File: src/rtl/lcd_cmd_seq_if.sv
// Bus between the LCD init sequencer, its command ROM, the SPI panel pins
// and the top-level controller.
//
// Handshake: start is a single-cycle request. It is taken only while the
// sequencer is idle or done; busy rises on the cycle after the request is
// taken. The request is complete when done rises, and busy falls in that
// same cycle. A start seen while busy is dropped and has no effect.
// The ROM is combinational: rom_data/rom_dc must follow rom_addr within the
// same cycle.
interface lcd_cmd_seq_if;
  logic        start;
  logic [15:0] rom_addr;
  logic [7:0]  rom_data;
  logic        rom_dc;
  logic        lcd_sclk;
  logic        lcd_mosi;
  logic        lcd_cs_n;
  logic        lcd_dc;
  logic        busy;
  logic        done;

  modport master (
    input  start, rom_data, rom_dc,
    output rom_addr, lcd_sclk, lcd_mosi, lcd_cs_n, lcd_dc, busy, done
  );

  modport slave (
    output start, rom_data, rom_dc,
    input  rom_addr, lcd_sclk, lcd_mosi, lcd_cs_n, lcd_dc, busy, done
  );
endinterface

File: src/rtl/lcd_cmd_seq.sv
// LCD initialisation sequencer: walks the command ROM and sends each byte
// over 4-wire SPI (mode 0, MSB first) with its DC flag, holding an extra
// delay after sleep-out (0x11 as a command). Every output is registered.
module lcd_cmd_seq #(
  parameter int CMD_COUNT  = 85,
  parameter int CLK_DIV    = 4,
  parameter int GAP_CYCLES = 2,
  parameter int SLEEP_WAIT = 6000000
) (
  input  logic              clk,
  input  logic              rst,
  lcd_cmd_seq_if.master     bus,
  output logic [2:0]        state_dbg
);

  typedef enum logic [2:0] {
    S_IDLE  = 3'd0,
    S_LOAD  = 3'd1,
    S_SHIFT = 3'd2,
    S_GAP   = 3'd3,
    S_WAIT  = 3'd4,
    S_DONE  = 3'd5
  } state_t;

  // One shared counter serves the SCLK divider, the inter-byte gap and the
  // sleep-out wait, so it is sized for the largest of the three.
  localparam int MAX_AB  = (CLK_DIV > GAP_CYCLES) ? CLK_DIV : GAP_CYCLES;
  localparam int CNT_MAX = (MAX_AB > SLEEP_WAIT) ? MAX_AB : SLEEP_WAIT;
  localparam int CW      = $clog2(CNT_MAX + 1);

  localparam logic [CW-1:0] DIV_LAST  = CW'(CLK_DIV - 1);
  localparam logic [CW-1:0] GAP_LAST  = CW'(GAP_CYCLES - 1);
  localparam logic [CW-1:0] WAIT_LAST = CW'((SLEEP_WAIT > 0) ? SLEEP_WAIT - 1 : 0);
  localparam logic [15:0]   ADDR_END  = 16'(CMD_COUNT);

  state_t      state, state_n;
  logic [CW-1:0] cnt, cnt_n;
  logic [3:0]  tog, tog_n;
  logic [7:0]  sh, sh_n;
  logic        sleep_flag, sleep_flag_n;
  logic [15:0] rom_addr, rom_addr_n;
  logic        sclk, sclk_n;
  logic        mosi, mosi_n;
  logic        cs_n, cs_n_n;
  logic        dc, dc_n;
  logic        busy, busy_n;
  logic        done, done_n;
  logic        leave;

  // Register every piece of state; reset forces all outputs to idle values.
  always_ff @(posedge clk) begin
    if (rst) begin
      state      <= S_IDLE;
      cnt        <= '0;
      tog        <= '0;
      sh         <= '0;
      sleep_flag <= 1'b0;
      rom_addr   <= '0;
      sclk       <= 1'b0;
      mosi       <= 1'b0;
      cs_n       <= 1'b1;
      dc         <= 1'b0;
      busy       <= 1'b0;
      done       <= 1'b0;
    end else begin
      state      <= state_n;
      cnt        <= cnt_n;
      tog        <= tog_n;
      sh         <= sh_n;
      sleep_flag <= sleep_flag_n;
      rom_addr   <= rom_addr_n;
      sclk       <= sclk_n;
      mosi       <= mosi_n;
      cs_n       <= cs_n_n;
      dc         <= dc_n;
      busy       <= busy_n;
      done       <= done_n;
    end
  end

  // Next-state and next-output logic; chip select is dropped on the same
  // edge that enters LOAD so it is already low during the LOAD cycle.
  always_comb begin
    state_n      = state;
    cnt_n        = cnt;
    tog_n        = tog;
    sh_n         = sh;
    sleep_flag_n = sleep_flag;
    rom_addr_n   = rom_addr;
    sclk_n       = sclk;
    mosi_n       = mosi;
    cs_n_n       = cs_n;
    dc_n         = dc;
    busy_n       = busy;
    done_n       = done;
    leave        = 1'b0;

    case (state)
      S_IDLE, S_DONE: begin
        if (bus.start) begin
          rom_addr_n = '0;
          busy_n     = 1'b1;
          done_n     = 1'b0;
          cs_n_n     = 1'b0;
          cnt_n      = '0;
          state_n    = S_LOAD;
        end
      end
      S_LOAD: begin
        sh_n         = bus.rom_data;
        dc_n         = bus.rom_dc;
        mosi_n       = bus.rom_data[7];
        sclk_n       = 1'b0;
        cs_n_n       = 1'b0;
        sleep_flag_n = (bus.rom_data == 8'h11) && !bus.rom_dc;
        cnt_n        = '0;
        tog_n        = '0;
        state_n      = S_SHIFT;
      end
      S_SHIFT: begin
        if (cnt == DIV_LAST) begin
          cnt_n  = '0;
          sclk_n = ~sclk;
          tog_n  = tog + 4'd1;
          // Falling edge: present the next bit while SCLK is low.
          if (sclk && (tog != 4'd15)) begin
            sh_n   = {sh[6:0], 1'b0};
            mosi_n = sh[6];
          end
          if (tog == 4'd15) begin
            cs_n_n     = 1'b1;
            rom_addr_n = rom_addr + 16'd1;
            state_n    = S_GAP;
          end
        end else begin
          cnt_n = cnt + 1'b1;
        end
      end
      S_GAP: begin
        if (cnt == GAP_LAST) begin
          cnt_n = '0;
          if (sleep_flag && (SLEEP_WAIT > 0)) state_n = S_WAIT;
          else                                leave   = 1'b1;
        end else begin
          cnt_n = cnt + 1'b1;
        end
      end
      S_WAIT: begin
        if (cnt == WAIT_LAST) begin
          cnt_n = '0;
          leave = 1'b1;
        end else begin
          cnt_n = cnt + 1'b1;
        end
      end
      default: state_n = S_IDLE;
    endcase

    // Common exit from GAP/WAIT: finish the sequence or fetch the next byte.
    if (leave) begin
      sleep_flag_n = 1'b0;
      if (rom_addr == ADDR_END) begin
        done_n  = 1'b1;
        busy_n  = 1'b0;
        state_n = S_DONE;
      end else begin
        cs_n_n  = 1'b0;
        state_n = S_LOAD;
      end
    end
  end

  assign bus.rom_addr = rom_addr;
  assign bus.lcd_sclk = sclk;
  assign bus.lcd_mosi = mosi;
  assign bus.lcd_cs_n = cs_n;
  assign bus.lcd_dc   = dc;
  assign bus.busy     = busy;
  assign bus.done     = done;
  assign state_dbg    = state;

endmodule

File: src/flat_wrapper.sv
// flat-port wrapper written by rule: the top's interface ports become plain ports
module lcd_cmd_seq_flat 
#(
  parameter int CMD_COUNT  = 85,
  parameter int CLK_DIV    = 4,
  parameter int GAP_CYCLES = 2,
  parameter int SLEEP_WAIT = 6000000
)
  (clk, rst, state_dbg, bus_start, bus_rom_data, bus_rom_dc, bus_rom_addr, bus_lcd_sclk, bus_lcd_mosi, bus_lcd_cs_n, bus_lcd_dc, bus_busy, bus_done);
  lcd_cmd_seq_if bus_i ();
  input  logic clk;
  input  logic rst;
  output logic [2:0] state_dbg;
  input wire logic [$bits(bus_i.start)-1:0] bus_start;
  input wire logic [$bits(bus_i.rom_data)-1:0] bus_rom_data;
  input wire logic [$bits(bus_i.rom_dc)-1:0] bus_rom_dc;
  output wire logic [$bits(bus_i.rom_addr)-1:0] bus_rom_addr;
  output wire logic [$bits(bus_i.lcd_sclk)-1:0] bus_lcd_sclk;
  output wire logic [$bits(bus_i.lcd_mosi)-1:0] bus_lcd_mosi;
  output wire logic [$bits(bus_i.lcd_cs_n)-1:0] bus_lcd_cs_n;
  output wire logic [$bits(bus_i.lcd_dc)-1:0] bus_lcd_dc;
  output wire logic [$bits(bus_i.busy)-1:0] bus_busy;
  output wire logic [$bits(bus_i.done)-1:0] bus_done;
  assign bus_i.start = bus_start;
  assign bus_i.rom_data = bus_rom_data;
  assign bus_i.rom_dc = bus_rom_dc;
  assign bus_rom_addr = bus_i.rom_addr;
  assign bus_lcd_sclk = bus_i.lcd_sclk;
  assign bus_lcd_mosi = bus_i.lcd_mosi;
  assign bus_lcd_cs_n = bus_i.lcd_cs_n;
  assign bus_lcd_dc = bus_i.lcd_dc;
  assign bus_busy = bus_i.busy;
  assign bus_done = bus_i.done;
  lcd_cmd_seq #(.CMD_COUNT(CMD_COUNT), .CLK_DIV(CLK_DIV), .GAP_CYCLES(GAP_CYCLES), .SLEEP_WAIT(SLEEP_WAIT)) u_core (.clk(clk), .rst(rst), .bus(bus_i), .state_dbg(state_dbg));
endmodule
File: config.mk
export PLATFORM = sky130hd
export DESIGN_NAME = lcd_cmd_seq_flat
export DESIGN_NICKNAME = d
export VERILOG_FILES = /design/src/rtl/lcd_cmd_seq_if.sv /design/src/rtl/lcd_cmd_seq.sv /design/src/flat_wrapper.sv
export SDC_FILE = /design/constraint.sdc
export NUM_CORES = 1
export LEC_CHECK = 0
export BUFFER_PORTS_ARGS = -buffer_cell sky130_fd_sc_hd__buf_2
export CAP_MARGIN = 25
export CELL_PAD_IN_SITES_DETAIL_PLACEMENT = 1
export CELL_PAD_IN_SITES_GLOBAL_PLACEMENT = 1
export CORE_ASPECT_RATIO = 0.9
export CORE_MARGIN = 3
export CORE_UTILIZATION = 39
export DETAILED_ROUTE_END_ITERATION = 16
export PLACE_DENSITY_LB_ADDON = 0.2
export SLEW_MARGIN = 5
export SYNTH_ARGS = -nofsm -noshare
export SYNTH_HDL_FRONTEND = slang
export SYNTH_SLANG_ARGS = --single-unit
export TNS_END_PERCENT = 5
File: constraint.sdc
create_clock -name clk -period 2 [get_ports clk]
set_input_delay 0.1 -clock clk [delete_from_list [all_inputs] [get_ports clk]]
set_output_delay 0.1 -clock clk [all_outputs]
set_load 0.02 [all_outputs]
Yosys cells after proc, flatten, opt, wreduce, memory -nomap -nowiden --
Index checks and enable logic that the tools add are counted.
Storage, ports and cells: register bits 60, input bits 12, output and inout port bits 25
Cells by class: add/subtract/negate cells 3, eq/ne operators 22, muxes and demuxes 45, bitwise operators 1, reductions and logical operators 14
Operators with widths (count):
- 23-bit one-hot mux with 5 select lines | 1
- 23-bit two-way mux | 4
- 16-bit two-way mux | 3
- 16-bit one-hot mux with 2 select lines | 1
- 23-bit by 1-bit adder with 23-bit output (second input constant) | 1
- 23-bit by 1-bit == test with 1-bit output (second input constant) | 1
- 23-bit by 2-bit == test with 1-bit output (second input constant) | 1
- 23-bit == test (second input constant) | 1
- 3-bit two-way mux | 7
- 1-bit two-way mux | 19
- 16-bit by 1-bit adder with 16-bit output (second input constant) | 1
- 16-bit by 7-bit == test with 1-bit output (second input constant) | 1
- 3-bit one-hot mux with 5 select lines | 1
- 7-bit two-way mux | 2
- 7-bit one-hot mux with 2 select lines | 1
- 3-bit by 1-bit inequality test with 1-bit output (second input constant) | 4
- 8-bit by 5-bit == test with 1-bit output (second input constant) | 1
- 2-bit by 1-bit inequality test with 1-bit output (second input constant) | 4
- 4-bit one-hot mux with 2 select lines | 1
- 3-bit by 2-bit == test with 1-bit output (second input constant) | 2
- 3-bit == test (second input constant) | 2
- 1-bit one-hot mux with 2 select lines | 3
- 6-bit AND reduction | 1
- 5-bit nonzero test | 1
- 17 further kinds | 21

Logic depth before layout (Yosys ltp) --
word-level depth 6, depth in mapped cells 8, depth with buffers taken out 7

Worst setup path before layout --
OpenSTA, ideal clock, no wires.
kind reg-to-reg, start point reg u_core.state[0], in the netlist u_core.state_dbg[0], end point reg u_core.cnt[21], arrival time 2.200 ns, data required time 1.929 ns, path slack -0.271 ns, stages on the path, launching flop included 8, clock period less this slack 2.271 ns, cells stage by stage dfxtp_1 > clkbuf_1 > nor2b_1 > o21a_1 > clkbuf_1 > or4_1 > or4_1 > a21oi_1
On the way: longest elaborated chain between the ends 4
RTL lines:
- start: declaration | line lcd_cmd_seq.sv:36 | state_t state, state_n;
- start signal: assignment | line lcd_cmd_seq.sv:66 | state <= state_n;
- 3-bit == test or 3-bit logical NOT (tied branches) | line lcd_cmd_seq.sv:98 | case (state)
- 2-bit OR reduction | line lcd_cmd_seq.sv:98
- 5-bit nonzero test (no line) or 2-bit inequality test (tied branches)
- 2-bit AND reduction (no line)
- end signal: assignment | line lcd_cmd_seq.sv:67 | cnt <= cnt_n;
- end: declaration | line lcd_cmd_seq.sv:37 | logic [CW-1:0] cnt, cnt_n;
Parallel ways exist; a longest one is shown, timed or not. A chain may end at the register's enable or synchronous reset.

Worst setup path in the final report --
start point reg u_core.cnt[21], end point reg u_core.rom_addr[6], in the netlist u_core.bus.rom_addr[6]
On the way: longest elaborated chain between the ends 3
RTL lines:
- 23-bit by 2-bit == test with 1-bit output | line lcd_cmd_seq.sv:121 | if (cnt == DIV_LAST) begin
- 2-bit by 1-bit inequality test with 1-bit output (no line)
- 4-bit AND reduction (no line)
- end signal: assignment | line lcd_cmd_seq.sv:71 | rom_addr <= rom_addr_n;
- end: declaration | line lcd_cmd_seq.sv:41 | logic [15:0] rom_addr, rom_addr_n;
No other way between the ends.

==> impl_metrics.yaml <==
detailed_routing:
  totalWireLength_um: 9940
  viasPerCell: 5.82
  drt_pass1_iterations: 4
  route.vias.total: 3429
  drc_errors: 0
  drtIter0Drc: 178
  ant_nets: 0
  detail_route.wl_per_cell_um: 16.9
power_and_ir_drop:
  seq_power_share: 0.345
  pwr-share-comb: 0.331
  powerDensity_nw_per_um2: 928
  pwr-share-clk: 0.324
  p_sw_frac: 0.345
  finalPower_mw: 3.97
  p_leak_nw: 1.57
  vdd_ir_drop_max_v: 0.000631
  internal_power_mw: 2.60
  p_sw_mw: 1.37
grt:
  grtUsageTotal: 0.211
  antenna_found_initial: 0
  grt_max_degree: 34
  first_global_vias: 3399
  grt_overflow: 0
  grt_pass1_wl_um: 16400
synth:
  ys_seq_elements: 60
  ys_types: 52
  synth_top_family_by_area: "simple AND/OR/NAND/NOR gates"
  synth_fa_ha_area_frac: 0.0190
  seq_area_frac_synth: 0.365
  synth_area_um2: 3290
  netlist_instances: 406
  yosysTopAreaCellShare: 0.365
  syn_area_per_cell_um2: 8.11
  ys_warn_count: 0
  yosys.area_share.simple: 0.312
  synth_area_leaders: "dfxtp_1 (36%), a21oi_1 (5.9%), or4_1 (4.6%), nand4_1 (3.4%), o31ai_1 (3.4%)"
  syn_nets: 423
  synth_mux_area_frac: 0.0274
  synthXorXnorAreaFrac: 0.0479
  postSynth.asyncResetShare: 0
  synth_edf_count: 0
  synth_compound_area_frac: 0.188
  synth_ff_type: "dfxtp_1"
  synth.largest_area_cell: "dfxtp_1"
min_path:
  min_path_type: "input port to flop"
layout:
  area_growth_pct: 29.9
  mostFrequentLayoutCells: "dfxtp_1 (56), buf_4 (53), buf_2 (36)"
  finalNonFillerCells: 589
  seq_area_um2: 1210
  layout-drive-gt1-share: 0.286
  fillCellCount: 1022
  diodes: 0
  multi_input_area_um2: 2020
  final_common_cell: "dfxtp_1"
  finalNetCount: 502
run_status:
  violations: "negative setup slack"
  outcome: "finished, violations left"
cts:
  numClockSinks: 60
  clockRootBuffer: "clkbuf_8"
  cts_buffers: 9
  cts.hold.buffers_added: 0
  clk_latency_ns: 0.34
  cts_tree: "built"
  path_clk_slew_ns: 0.08
  cts_max_path_buffers: 2
  htree_levels: 3
sta:
  fin_ws_ns: -0.176
  worst-slew-pin-transition_ns: 0.537
  slew_headroom: 0.639
  clock_skew_ns: 0.0121
  hold_violations: 0
  fmax_mhz: 459
  setup_viol: 42
  rsz0062_at_grt: "true"
  finalCritPeriodShare: 1.09
  whs_ns: 0.0331
  drv_slew: 0
  min_period_ns: 2.18
placement:
  io_buffers: 36
  dp_hpwl_um: 7240
  gp_congestion: 0.902
  dp.cells: 570
floorplanning:
  die_h_um: 93.2
  num_rows: 31
  ioPinCount: 37
  initial_core_util: 0.404
  die_w_um: 103
  die_area_um2: 9580
  coreArea_um2: 8150
setup_path:
  crit_type: "flop to flop"
  crit_fanout: 10
  worstPathArrival_ns: 2.46
  end_kind: "flop"
  required_ns: 2.28
  cp-start-kind: "flop"
flow_run:
  maxCapViolCount: 0
-- power groups by stage --
stage	clock, mW	sequential (mW)	combinational, mW
after CTS	1.33	1.37	1.23
after global placement	0	1.39	1.17
after floorplan	0	1.41	0.762
final	1.29	1.37	1.32
after global routing	1.37	1.38	1.44
after detailed placement	0	1.39	1.20
-- registers in the layout, summed over array words and instances, names as in the netlist --
register and cells:
u_core.cnt 23, u_core.state_dbg 3, u_core.bus.lcd_cs_n 1, u_core.bus.lcd_mosi 1, u_core.bus.rom_addr 16, u_core.tog 4, u_core.bus.busy 1, u_core.sleep_flag 1
u_core.bus.done 1, u_core.sh 7, u_core.bus.lcd_sclk 1, u_core.bus.lcd_dc 1
-- worst max-delay path, cell delays in order (launching register included) --
cell and delay, ns:
dfxtp_1 0.32, or4_4 0.53, and4b_2 0.33, a31oi_4 0.12
buf_12 0.16, or4_4 0.51, a21oi_2 0.15
-- cells by family after synthesis --
group	count (synthesis)
flip-flops	60
multiplexers	9
XOR/XNOR	18
buffers and inverters	33
adder cells (fa/ha/maj)	5
AND/OR/NAND/NOR	183
AO/OA/AOI/OAI	98
-- metal layers --
metal	vias to the layer above	GRT usage	wire (um)
met4	0	0.0507	86
met1	1681	0.293	4770
met2	51	0.340	4790
met5	-	0	0
met3	8	0.0380	296
li1	1689	-	-
-- cell usage after synthesis (6+ instances only) --
cell type,instances
mux2i_1,9
nand3_1,17
nand2_1,26
xor2_1,8
dfxtp_1,60
a31oi_1,6
o21ai_0,18
nor4_1,10
xnor2_1,10
inv_1,7
o31ai_1,15
a21oi_1,39
nand4_1,18
or4_1,20
nor3_1,10
or3_1,14
nor2_1,29
clkbuf_1,22
-- timing repair --
| item | in CTS | in global routing |
|---|---|---|
| pin swaps | 0 | 3 |
| endpoints found under the setup margin | 54 | 56 |
| setup buffers | 0 | 2 |
| gates resized for setup | 6 | 12 |
| cloned | 0 | 1 |
-- final timing paths --
path | slack (ns) | startpoint | depth (start not counted) | endpoint
max reg2reg | -0.18 | u_core.cnt[21] | 6 | u_core.bus.rom_addr[6]
min reg2reg | 0.48 | u_core.sh[6] | 2 | u_core.sh[6]
min | 0.03 | bus_rom_dc | 3 | u_core.bus.lcd_dc
max | -0.18 | u_core.cnt[21] | 6 | u_core.bus.rom_addr[6]
-- area by class of cell --
type / count / share of cell area
Inverter: 7 / 0.00615
Sequential cell: 60 / 0.283
Multi-Input combinational cell: 313 / 0.472
Timing Repair Buffer: 94 / 0.156
Clock buffer: 11 / 0.0354
Tap cell: 99 / 0.0290
Clock inverter: 5 / 0.0193
-- stage by stage --
stage	setup WS [ns]	setup TNS, ns	cell area [um^2]	util
CTS	-0.191	-4.41	4190	0.514
global route	-0.263	-7.92	4280	0.525
floorplan	-0.0944	-2.05	3330	-
finish	-0.176	-3.29	4280	0.525
detailed placement	-0.195	-5.70	3940	0.484
global placement	-0.142	-2.67	3940	0.484
Note: power is estimated with default switching activity, not from simulation.
